--- config.mk ---
export PLATFORM = sky130hd
export DESIGN_NAME = fan_red_pipe
export DESIGN_NICKNAME = d
export VERILOG_FILES = /design/src/rtl/fan_red_pipe_pkg.sv /design/src/rtl/fan_red_pipe_scan_level.sv /design/src/rtl/fan_red_pipe.sv
export SDC_FILE = /design/constraint.sdc
export NUM_CORES = 2
export LEC_CHECK = 0
export CAP_MARGIN = 25
export CORE_UTILIZATION = 46
export DETAILED_ROUTE_END_ITERATION = 6
export DONT_BUFFER_PORTS = 1
export PLACE_DENSITY = 0.6
export REMOVE_ABC_BUFFERS = 1
export SLEW_MARGIN = 0
export SYNTH_ARGS = -nofsm -noshare
export SYNTH_HDL_FRONTEND = slang
export SYNTH_SLANG_ARGS = --single-unit
export TNS_END_PERCENT = 10
--- constraint.sdc ---
create_clock -name clock -period 3.1 [get_ports clock]
set_clock_uncertainty 0.05 [all_clocks]
set_input_delay 0.775 -clock clock [delete_from_list [all_inputs] [get_ports clock]]
set_output_delay 0.775 -clock clock [all_outputs]
set_load 0.02 [all_outputs]
--- src/rtl/fan_red_pipe_pkg.sv ---
// Shared types and constants for the forwarding-adder-network reduction pipe.
// Lane count, data width and the derived index width / latency live here so
// every file agrees on them.
package fan_pkg;

  localparam int N   = 16;
  localparam int W   = 8;
  localparam int LGN = $clog2(N);
  localparam int LAT = LGN + 2;

  typedef logic [W-1:0]   data_t;
  typedef logic [LGN-1:0] idx_t;
  typedef data_t [N-1:0]  vec_t;
  typedef idx_t  [N-1:0]  idxv_t;

  // One pipeline slot. open[i]=1 means lane i's partial sum has not yet
  // reached the head of its segment, so it may still absorb lanes to its left.
  typedef struct packed {
    vec_t           data;
    logic [N-1:0]   open;
    logic [N-1:0]   split;
    idxv_t          idx;
    logic           acc;
  } stage_t;

  // A lane starts a segment when it is lane 0 or its left neighbour ends one.
  function automatic logic [N-1:0] open_init(input logic [N-1:0] split);
    logic [N-1:0] o;
    o[0] = 1'b0;
    for (int i = 1; i < N; i++) begin
      o[i] = ~split[i-1];
    end
    return o;
  endfunction

endpackage

--- src/rtl/fan_red_pipe_scan_level.sv ---
// One registered level of the segmented inclusive scan, distance D.
// A lane still open (no segment head in its covered window) adds the partial
// sum D lanes to its left and inherits that lane's open flag; the covered
// window doubles each level.
module fan_scan_level
  import fan_pkg::*;
#(
  parameter int D = 1
) (
  input  logic   clock,
  input  logic   reset,
  input  logic   en_i,
  input  logic   valid_i,
  input  stage_t stage_i,
  output logic   valid_o,
  output stage_t stage_o
);

  stage_t stage_d;
  stage_t stage_q;
  logic   valid_q;

  // Combine each open lane with the lane D to its left.
  always_comb begin
    stage_d = stage_i;
    for (int i = D; i < N; i++) begin
      if (stage_i.open[i]) begin
        stage_d.data[i] = stage_i.data[i] + stage_i.data[i-D];
        stage_d.open[i] = stage_i.open[i-D];
      end
    end
  end

  // Level register; holds while the pipe is stalled.
  always_ff @(posedge clock) begin
    if (reset) begin
      valid_q <= 1'b0;
      stage_q <= '0;
    end else if (en_i) begin
      valid_q <= valid_i;
      stage_q <= stage_d;
    end
  end

  assign valid_o = valid_q;
  assign stage_o = stage_q;

endmodule

--- src/rtl/fan_red_pipe.sv ---
// fan_red_pipe: pipelined segmented reduction (forwarding adder network).
// Input register, LGN scan levels, scatter/output register.
// Optional feature macro: FAN_ACC_EN (output-stationary accumulate into the
// held output using in_acc). Without it in_acc is ignored.
//
// Handshake: an input vector transfers on a rising edge where
// in_valid && in_ready; an output vector transfers where out_valid && out_ready.
// out_valid && !out_ready is a stall that freezes every stage, so
// in_ready = !out_valid || out_ready; nothing is dropped or duplicated.
module fan_red_pipe
  import fan_pkg::*;
(
  input  logic         clock,
  input  logic         reset,
  input  logic         in_valid,
  output logic         in_ready,
  input  vec_t         in_data,
  input  logic [N-1:0] in_split,
  input  idxv_t        in_out_idx,
  input  logic         in_acc,
  output logic         out_valid,
  input  logic         out_ready,
  output vec_t         out_data,
  output logic [31:0]  delay,
  output logic [31:0]  num_el
);

  logic         en;
  logic         out_valid_q;
  vec_t         out_data_q;
  vec_t         out_data_d;

  stage_t       s0_d;
  stage_t       s0_q;
  logic         s0_valid_q;
  logic [N-1:0] split_eff;

  stage_t       lvl_stage [LGN];
  logic         lvl_valid [LGN];
  stage_t       last;
  logic         last_valid;

  vec_t         slot_val;
  logic [N-1:0] slot_hit;

  assign en       = ~(out_valid_q & ~out_ready);
  assign in_ready = en;

  // Build the stage-0 payload; lane N-1 always closes the last segment.
  always_comb begin
    s0_d         = '0;
    split_eff    = in_split;
    split_eff[N-1] = 1'b1;
    s0_d.data    = in_data;
    s0_d.split   = split_eff;
    s0_d.open    = open_init(split_eff);
    s0_d.idx     = in_out_idx;
`ifdef FAN_ACC_EN
    s0_d.acc     = in_acc;
`else
    s0_d.acc     = 1'b0;
`endif
  end

`ifndef FAN_ACC_EN
  logic unused_acc;
  assign unused_acc = in_acc;
`endif

  // Input register; bubbles enter as valid=0.
  always_ff @(posedge clock) begin
    if (reset) begin
      s0_valid_q <= 1'b0;
      s0_q       <= '0;
    end else if (en) begin
      s0_valid_q <= in_valid;
      s0_q       <= s0_d;
    end
  end

  generate
    for (genvar k = 0; k < LGN; k++) begin : g_lvl
      stage_t st_in;
      logic   v_in;
      if (k == 0) begin : g_first
        assign st_in = s0_q;
        assign v_in  = s0_valid_q;
      end else begin : g_rest
        assign st_in = lvl_stage[k-1];
        assign v_in  = lvl_valid[k-1];
      end
      fan_scan_level #(.D(1 << k)) u_level (
        .clock   (clock),
        .reset   (reset),
        .en_i    (en),
        .valid_i (v_in),
        .stage_i (st_in),
        .valid_o (lvl_valid[k]),
        .stage_o (lvl_stage[k])
      );
    end
  endgenerate

  assign last       = lvl_stage[LGN-1];
  assign last_valid = lvl_valid[LGN-1];

  logic [N:0] unused_bits;
  assign unused_bits = {last.open, last.acc};

  // Scatter segment ends to their slots; ascending lane order lets the
  // highest lane win on duplicate indices.
  always_comb begin
    slot_val = '0;
    slot_hit = '0;
    for (int i = 0; i < N; i++) begin
      if (last.split[i]) begin
        slot_val[last.idx[i]] = last.data[i];
        slot_hit[last.idx[i]] = 1'b1;
      end
    end
  end

  // Next output vector: overwrite, or accumulate into the held output.
  always_comb begin
    out_data_d = '0;
    for (int j = 0; j < N; j++) begin
`ifdef FAN_ACC_EN
      if (last.acc) begin
        out_data_d[j] = slot_hit[j] ? out_data_q[j] + slot_val[j] : out_data_q[j];
      end else begin
        out_data_d[j] = slot_hit[j] ? slot_val[j] : '0;
      end
`else
      out_data_d[j] = slot_hit[j] ? slot_val[j] : '0;
`endif
    end
  end

  // Output register; data only changes when a real vector arrives so the
  // held result survives bubbles.
  always_ff @(posedge clock) begin
    if (reset) begin
      out_valid_q <= 1'b0;
      out_data_q  <= '0;
    end else if (en) begin
      out_valid_q <= last_valid;
      if (last_valid) begin
        out_data_q <= out_data_d;
      end
    end
  end

  assign out_valid = out_valid_q;
  assign out_data  = out_data_q;
  assign delay     = 32'(LAT);
  assign num_el    = 32'(N);

endmodule

==> results.cfg <==
[run_status]
status = complete, but fails checks
violations = DRC, slew limit, setup timing

[drt]
wl_met3_mm = 59.7
finalWirelength_mm = 494
wl_per_cell_um = 33.8
drtIter0Drc = 15400
wl_met1_mm = 181
viasPerCell = 6.90
dr_wl_met2_mm = 198
postRouteAntennaNets = 0
top_layer = met5
drc = 29
num_vias = 101000
first_pass_iters = 7

[clocking]
htreeDepth = 4
cts-buffers-inserted = 135
clock_latency_ns = 0.86
clk_path_buf_depth = 3
clkTransAtPathRegs_ns = 0.06
cts-root-buf = clkbuf_16
post-cts-setup-buffers = 0
cts_tree = done
cts.sinks = 1223

[min_path]
hold_path_class = input pin to flip-flop

[critical_path]
critPathArrivalTime_ns = 4.01
path_common_cell = buf_4
slowest_stage = a221oi_2
critPathLaunchType = flip-flop
crit_chain = buf_12 > nand3b_1 > o22ai_1 > buf_4 > a221oi_1 > a221oi_2 > o31ai_1 > buf_4 > a31o_1
path_buf_inv = 3
endpoint_kind = flip-flop
path_max_fanout = 7
slowest_delay_ns = 1.15
path_delay_family = compound AO/OA/AOI/OAI gates
cp.required_ns = 3.78
crit_type = flip-flop to flip-flop

[final_layout]
nets = 12700
final_cell_count_no_fill = 14600
stdcell_area_sq_um = 101000
drive_gt1_share_pct = 15.3
syn_to_final_growth_pct = 20.0
fillers = 16700

[timing]
hold_ws_ns = 0.0243
rsz0062_at_grt = true
setup_ws_ns = -0.235
worstMarginPinSlew_ns = 4.03
hold_violations = 0
fin_crit_sh_pct = 108
period_needed_ns = 3.33
report.final.slew_viol_count = 1167
relSlewSlack_pct = -169
setup_viol = 43
fmax_ghz = 0.300
tns_ns = -1.86

[die]
dieArea_sq_um = 185000
coreArea_sq_um = 182000
initial_core_util_pct = 46.5
rows = 156
io_pins = 407
die_y_um = 431
die_width_um = 431

[yosys]
seq_area_frac_synth_pct = 29.0
netlist_area_sq_um = 84500
yosysTopAreaCellShare_pct = 29.0
syn_avg_cell_area_sq_um = 7.35
ys_warn_count = 0
synth-edff-count = 0
synth_cell_types = 84
async_reset_ff_share_pct = 0
ys.flop_type = dfxtp_1
synth.area.top_cells = dfxtp_1 (29%), nand2_1 (8.6%), a21oi_1 (5.8%), a211oi_1 (5.3%), ha_1 (5.1%)
synth_seq_cells = 1223
yosysTopAreaCell = dfxtp_1
postSynthCellCount = 11500

[job]
maxCapViolations = 0

[placement]
place_hpwl_mm = 375
gp_congestion = 1.22
placed_area_sq_um = 96100
portBuffers = 0
place_inst = 14300

[global_routing]
grt_max_degree = 1207
grt_pass1_wl_mm = 681
grt_overflow = 0
grt_usage_pct = 51.0
antenna_found_initial = 38
grt_pass1_vias = 92100

[power]
ir_drop_v = 0.000489
power.total_w = 0.0379
leakage_nw = 38.4
p_per_area_nw_per_um2 = 374
## flip-flops by register name, indices dropped and copies added (netlist names)
register,count
out_data,128
g_lvl.st_in,223
g_lvl.u_level.valid_o,4
g_lvl.u_level.stage_o,866
out_valid,1
g_lvl.v_in,1
## final cells by class
cell class	instances	area (sq um)	share of cell area (%)
inverters	213	807	0.796
flip-flops and latches	1223	24500	24.2
repair buffers	1504	12900	12.7
clock buffers	198	4010	3.96
diodes	23	57.6	0.0568
multi-input cells	9040	55400	54.6
well taps	2370	2970	2.93
clock inverters	43	732	0.722
## metrics by stage
stage          setup WS (ns)  util [%]
5_1_grt              -0.0242      55.8
4_1_cts              0.00878      55.7
3_3_place_gp          -0.301      52.9
3_5_place_dp          -0.330      52.9
6_report              -0.235      55.8
2_1_floorplan        -169.97         -
## placed cells by master (no fill, tap or decap), types with 64 or more instances in the layout
master     instances
o2111ai_1         87
conb_1            64
a211oi_1         593
and3_1            92
dfxtp_1         1181
a22oi_1          205
and3b_1           75
ha_1             343
o211ai_1         280
o21a_1            73
o221ai_1          69
o22a_1            75
buf_12           113
o21ai_0          288
nand3_1          305
o311ai_0          94
nand2_1         1944
nor3b_1           99
nor2_1           976
nand3b_1         150
mux2i_1          257
xnor2_1          196
buf_4           1360
nor3_1           352
inv_1            212
clkbuf_16        138
a21oi_1          987
o22ai_1          480
nor2b_1           77
## cell families after synthesis
logic type	Yosys count	share of synthesized area, %
multiplexers	257	3.04
adder cells (fa/ha/maj)	392	6.24
buffers and inverters	1288	6.07
flip-flops	1223	29.0
AO/OA/AOI/OAI	3771	30.1
other	2	0.00889
AND/OR/NAND/NOR	4360	23.5
XOR/XNOR	196	2.03
## synth_stat cells (all sizes together), types with 92 or more instances
library cell and number:
and3 92, o311ai 110, clkbuf 862, o21ai 330
inv 213, nand3b 153, a211oi 598, nand2 1946
mux2i 257, buf 213, nor3 361, dfxtp 1223
xnor2 196, o211ai 280, nor3b 109, o22ai 483
nor2 977, ha 343, a21oi 987, a22oi 205
nand3 305
## repair_timing
item	in CTS	in global routing
hold buffers	22	1
endpoints found under the hold margin	21	2
resized for setup	8	8
endpoints found under the setup margin	17	18
## routing by layer
metal | global-route usage [%] | vias up
met5 | 0 | -
met4 | 46.0 | 26
met3 | 17.2 | 2071
met2 | 72.7 | 7206
met1 | 60.4 | 48000
li1 | - | 43600
## power by group
part | internal [W] | leakage [nW] | switching, W
Combinational | 0.00144 | 26.1 | 0.00187
Clock | 0.0101 | 2.30 | 0.00731
Sequential | 0.0163 | 10.0 | 0.000939
## final timing paths
check                            endpoint                          from  cells past startpoint  slack (ns)
max                          out_data[16]  g_lvl[3].u_level.stage_o[16]                      9       -0.23
min                   g_lvl[0].st_in[178]                   in_data[81]                      2        0.02
max reg2reg                  out_data[16]  g_lvl[3].u_level.stage_o[16]                      9       -0.23
min reg2reg  g_lvl[1].u_level.stage_o[50]  g_lvl[0].u_level.stage_o[50]                      2        0.36
No activity file was read; power rests on OpenSTA's default activity.
